$ cat src/rtl/fifo_pkg.sv
// Shared definitions for the dual-clock FIFO write producer and read consumer.
package fifo_pkg;

  localparam int unsigned DEF_DATA_WIDTH = 32;
  localparam int unsigned DEF_CNT_WIDTH  = 16;

  // Occupancy of the producer's 2-entry skid buffer.
  typedef enum logic [1:0] {
    EMPTY = 2'd0,
    ONE   = 2'd1,
    FULL2 = 2'd2
  } prod_state_t;

endpackage

$ cat src/rtl/producer_skid_buf.sv
// Two-entry in-order skid buffer; the occupancy FSM and the storage share one next-state block.
module producer_skid_buf
  import fifo_pkg::*;
#(
  parameter int unsigned DATA_WIDTH = DEF_DATA_WIDTH
) (
  input  logic                  clk,
  input  logic                  rst_n,
  input  logic                  push,
  input  logic                  pop,
  input  logic [DATA_WIDTH-1:0] push_data,
  output logic [DATA_WIDTH-1:0] head,
  output prod_state_t           state
);

  prod_state_t           state_q, state_d;
  logic [DATA_WIDTH-1:0] head_q,  head_d;
  logic [DATA_WIDTH-1:0] ent1_q,  ent1_d;

  // Next occupancy and storage; head reads zero whenever the buffer is empty.
  always_comb begin
    state_d = state_q;
    head_d  = head_q;
    ent1_d  = ent1_q;
    case (state_q)
      EMPTY: begin
        if (push) begin
          head_d  = push_data;
          state_d = ONE;
        end
      end
      ONE: begin
        if (push && pop) begin
          head_d = push_data;
        end else if (push) begin
          ent1_d  = push_data;
          state_d = FULL2;
        end else if (pop) begin
          head_d  = '0;
          state_d = EMPTY;
        end
      end
      FULL2: begin
        if (pop) begin
          head_d  = ent1_q;
          ent1_d  = '0;
          state_d = ONE;
        end
      end
      default: begin
        state_d = EMPTY;
        head_d  = '0;
        ent1_d  = '0;
      end
    endcase
  end

  // State and storage registers, cleared asynchronously.
  always_ff @(posedge clk or negedge rst_n) begin
    if (!rst_n) begin
      state_q <= EMPTY;
      head_q  <= '0;
      ent1_q  <= '0;
    end else begin
      state_q <= state_d;
      head_q  <= head_d;
      ent1_q  <= ent1_d;
    end
  end

  assign head  = head_q;
  assign state = state_q;

endmodule

$ cat src/rtl/fifo_write_producer.sv
// Write-side front end of the dual-clock FIFO: upstream handshake, memory write gating and debug counters.
module fifo_write_producer
  import fifo_pkg::*;
#(
  parameter int unsigned DATA_WIDTH = DEF_DATA_WIDTH,
  parameter int unsigned CNT_WIDTH  = DEF_CNT_WIDTH
) (
  input  logic                  w_clk,
  input  logic                  wrst_n,
  input  logic                  wr_req,
  input  logic [DATA_WIDTH-1:0] data_in,
  output logic                  wr_ready,
  input  logic                  f_full,
  output logic                  w_en,
  output logic [DATA_WIDTH-1:0] mem_data_in,
  output logic [CNT_WIDTH-1:0]  wr_count,
  output logic                  drop_err
);

  prod_state_t           state;
  logic [DATA_WIDTH-1:0] head;
  logic                  push;
  logic                  pop;

  logic [CNT_WIDTH-1:0]  wr_count_q, wr_count_d;
  logic                  drop_err_q, drop_err_d;

  // Ready depends on registered occupancy only, so f_full never reaches upstream combinationally.
  assign wr_ready = (state != FULL2);
  assign w_en     = (state != EMPTY) & ~f_full;
  assign push     = wr_req & wr_ready;
  assign pop      = w_en;

  producer_skid_buf #(
    .DATA_WIDTH (DATA_WIDTH)
  ) u_skid (
    .clk       (w_clk),
    .rst_n     (wrst_n),
    .push      (push),
    .pop       (pop),
    .push_data (data_in),
    .head      (head),
    .state     (state)
  );

  // Committed-write counter (wrapping) and sticky drop flag.
  always_comb begin
    wr_count_d = wr_count_q;
    drop_err_d = drop_err_q;
    if (pop) begin
      wr_count_d = wr_count_q + CNT_WIDTH'(1);
    end
    if (wr_req && !wr_ready) begin
      drop_err_d = 1'b1;
    end
  end

  // Debug registers, cleared asynchronously.
  always_ff @(posedge w_clk or negedge wrst_n) begin
    if (!wrst_n) begin
      wr_count_q <= '0;
      drop_err_q <= 1'b0;
    end else begin
      wr_count_q <= wr_count_d;
      drop_err_q <= drop_err_d;
    end
  end

  assign mem_data_in = head;
  assign wr_count    = wr_count_q;
  assign drop_err    = drop_err_q;

endmodule
$ cat config.mk
export PLATFORM = sky130hd
export DESIGN_NAME = fifo_write_producer
export DESIGN_NICKNAME = d
export VERILOG_FILES = /design/src/rtl/fifo_pkg.sv /design/src/rtl/producer_skid_buf.sv /design/src/rtl/fifo_write_producer.sv
export SDC_FILE = /design/constraint.sdc
export NUM_CORES = 1
export LEC_CHECK = 0
export CAP_MARGIN = 20
export CORE_MARGIN = 1
export CORE_UTILIZATION = 50
export DETAILED_ROUTE_END_ITERATION = 6
export GPL_ROUTABILITY_DRIVEN = 0
export HOLD_SLACK_MARGIN = 0.02
export PLACE_DENSITY = 0.84
export SLEW_MARGIN = 10
export SYNTH_ARGS = -nofsm -noshare
export SYNTH_HDL_FRONTEND = slang
export SYNTH_SLANG_ARGS = --single-unit
$ cat constraint.sdc
create_clock -name w_clk -period 3.02 [get_ports w_clk]
set_input_delay 0.755 -clock w_clk [delete_from_list [all_inputs] [get_ports w_clk]]
set_output_delay 0.755 -clock w_clk [all_outputs]
set_load 0.01 [all_outputs]
==> flow_summary.yaml <==
pwr:
  internal-power_mw: 2.299
  clockPowerShare_pct: 23.6
  p_leak_nw: 2.095
  vdd_drop_max_uv: 388.2
  p_sw_mw: 1.099
  seqPwrFrac_pct: 46.2
  combPwrFrac_pct: 30.2
  finalPower_mw: 3.398
  powerDensity_mw_per_mm2: 695.1
  swShare_pct: 32.33
worst_setup_path:
  crit_fanout: 7
  crit_buf_inv: 3
  critPathCaptureType: "primary output"
  slowest_delay_ns: 0.55
  crit_required_ns: 2.26
  criticalPathCategory: "in -> out"
  crit_path_start_kind: "primary input"
  cp.arrival_ns: 2.15
  crit_chain: "clkdlybuf4s50_1 > o21bai_2 > inv_2 > clkdlybuf4s50_1"
  crit_family: "buffers and inverters"
  crit_slowest_cell: "clkdlybuf4s50_1"
  cpMostUsedCell: "clkdlybuf4s50_1"
floorplan:
  num_rows: 31
  die_height_um: 88.49
  die-width_um: 88.49
  dieArea_mm2: 0.007830
  initial_core_util_pct: 51.56
  io_pins: 87
  core_mm2: 0.007253
grt:
  grt_max_degree: 84
  track_usage_pct: 23.65
  grt-ovfl-total: 0
  grt_first_pass_wirelength_um: 14010
  grt_pass1_vias: 2848
  antenna_found_initial: 0
yosys:
  ys_ff_latch: 83
  async_reset_ff_share_pct: 100.0
  synthCells: 370
  synthesis.nets: 407
  synth_cell_types: 28
  syn_avg_cell_area_um2: 10.11
  synth_flop_cell: "dfrtp_1"
  synthesis.area_mm2: 0.003740
  ys.warnings.count: 0
  synth_edf_count: 0
  synth_seq_area_share_pct: 55.54
cts:
  cts_buffer_depth: 2
  postCtsSetupRepairBufs: 0
  clkTransAtPathRegs_ns: 0.09
  numCtsBuffers: 9
  insertion_delay_ns: 0.35
  cts-root-buf: "clkbuf_8"
  post_cts_resized: 0
  hold_buffers: 0
  clock_sinks: 83
  cts_max_level: 3
  cts_tree: "built"
placement:
  portBuffers: 86
  hpwl_um: 5617
final_layout:
  drive_above_1_share_pct: 7.726
  final_nets: 485
  final_cell_mix: "clkdlybuf4s50_1 (85), dfrtp_1 (83), nand2_1 (74), nor2_1 (39)"
  regArea_mm2: 0.002077
  antenna_cells: 0
  n_fill_cell: 555
  area_growth_pct: 30.71
  multi_input_area_mm2: 0.001516
  final_common_cell: "clkdlybuf4s50_1"
drt:
  firstDrtPassIters: 7
  drc: 0
  drt_first_iter_violations: 239
  vias: 3101
  ant_nets: 0
  wl_per_cell_um: 15.81
  routed_wl_um: 8728
  avgViaCountPerCell: 5.618
hold_path:
  hp-class: "in -> async"
sta:
  hold_viol_final: 0
  fin_crit_sh_pct: 96.06
  fin_skew_ns: 0.007920
  finalSetupViolCount: 0
  slew_headroom_pct: 49.74
  rsz0062_at_grt: "no"
  max_freq_mhz: 344.7
  slew_viol_final: 0
  tightest_slew_ns: 0.7511
  min_period_ns: 2.901
  tns_ns: 0
run_status:
  outcome: "complete, no violations"
job:
  max-cap-violations: 0
[layout make-up]
cell class	count	area share, %
Clock buffer	9	2.534
Clock inverter	7	1.587
Inverter	3	0.2304
Multi-Input combinational cell	255	31.02
Sequential cell	83	42.49
Tap cell	99	2.534
Timing Repair Buffer	96	19.61
[synth_stat cells, drive strengths merged, types with 3 or more instances]
library cell  number  area (µm²)
o21ai             33       165.2
nor2              39       146.4
nand3              8       40.04
inv                3       11.26
nand2             74       277.8
and4               3       26.28
a21oi              3       15.01
xor2               6       52.55
dfrtp             83        2077
buf               20       125.1
xnor2              9       78.83
a22oi             31       232.7
a221o             32       320.3
clkbuf             9       33.78
nor2b              4       25.02
[logic make-up after synthesis]
family,Yosys count,share of synthesized area [%]
adders and majority gates,1,0.3345
buffers and inverters,32,4.550
and+or+nand+nor,135,15.02
AOI/OAI and AO/OA,104,21.04
xor gates and xnor gates,15,3.513
DFF,83,55.54
[routing by layer]
metal	share of wire [%]	wire length, µm	GRT usage [%]
met5	0	0	0
met4	1.2	103	9.677
met3	5.0	439	3.918
met2	49	4251	38.39
met1	45	3934	31.80
[worst reg2reg max path: stages (launching register included)]
cell and delay, ns:
dfrtp_1 0.60, buf_4 0.35, o31ai_4 0.71, buf_4 0.37, a221o_1 0.19
[power groups by stage]
| stage | clock network [mW] | logic (mW) | registers [mW] |
|---|---|---|---|
| 2_1_floorplan | 0 | 0.477 | 1.61 |
| 3_3_place_gp | 0 | 0.996 | 1.57 |
| 3_5_place_dp | 0 | 1.03 | 1.58 |
| 4_1_cts | 0.816 | 1.03 | 1.56 |
| 5_1_grt | 0.866 | 1.12 | 1.61 |
| 6_report | 0.802 | 1.03 | 1.57 |
[state kept, by name, summed over array words and instances, names as in the netlist]
signal	count
u_skid.ent1_q	32
u_skid.head	32
drop_err	1
wr_count	16
u_skid.state	2
[stage by stage]
| step | instance area (µm²) | utilization (%) | instances | hold WS (ns) | setup slack (ns) |
|---|---|---|---|---|---|
| global placement | 4687 | 64.62 | 536 | 0.4431 | 0.1666 |
| global route | 4888 | 67.40 | 552 | 0.4233 | 0.05464 |
| finish | 4888 | 67.40 | 552 | 0.4093 | 0.1189 |
| floorplan | 3740 | - | 370 | 0.4564 | 1.190 |
| CTS | 4888 | 67.40 | 552 | 0.4328 | 0.1333 |
| detailed placement | 4687 | 64.62 | 536 | 0.4457 | 0.1343 |
[final timing paths]
kind,to,slack [ns],from,depth (start not counted)
min in group w_clk,drop_err$_DFFE_PN0P_,0.46,drop_err$_DFFE_PN0P_,1
worst max-delay path,w_en,0.12,f_full,4
worst max register to register,u_skid.head[7]$_DFFE_PN0P_,0.74,u_skid.state[0]$_DFFE_PN0P_,4
max in group asynchronous,wr_count[8]$_DFFE_PN0N_,2.26,wrst_n,2
worst min-delay path,wr_count[4]$_DFFE_PN0N_,0.41,wrst_n,2
worst min register to register,drop_err$_DFFE_PN0P_,0.46,drop_err$_DFFE_PN0P_,1
Note: power is estimated with default switching activity, not from simulation.
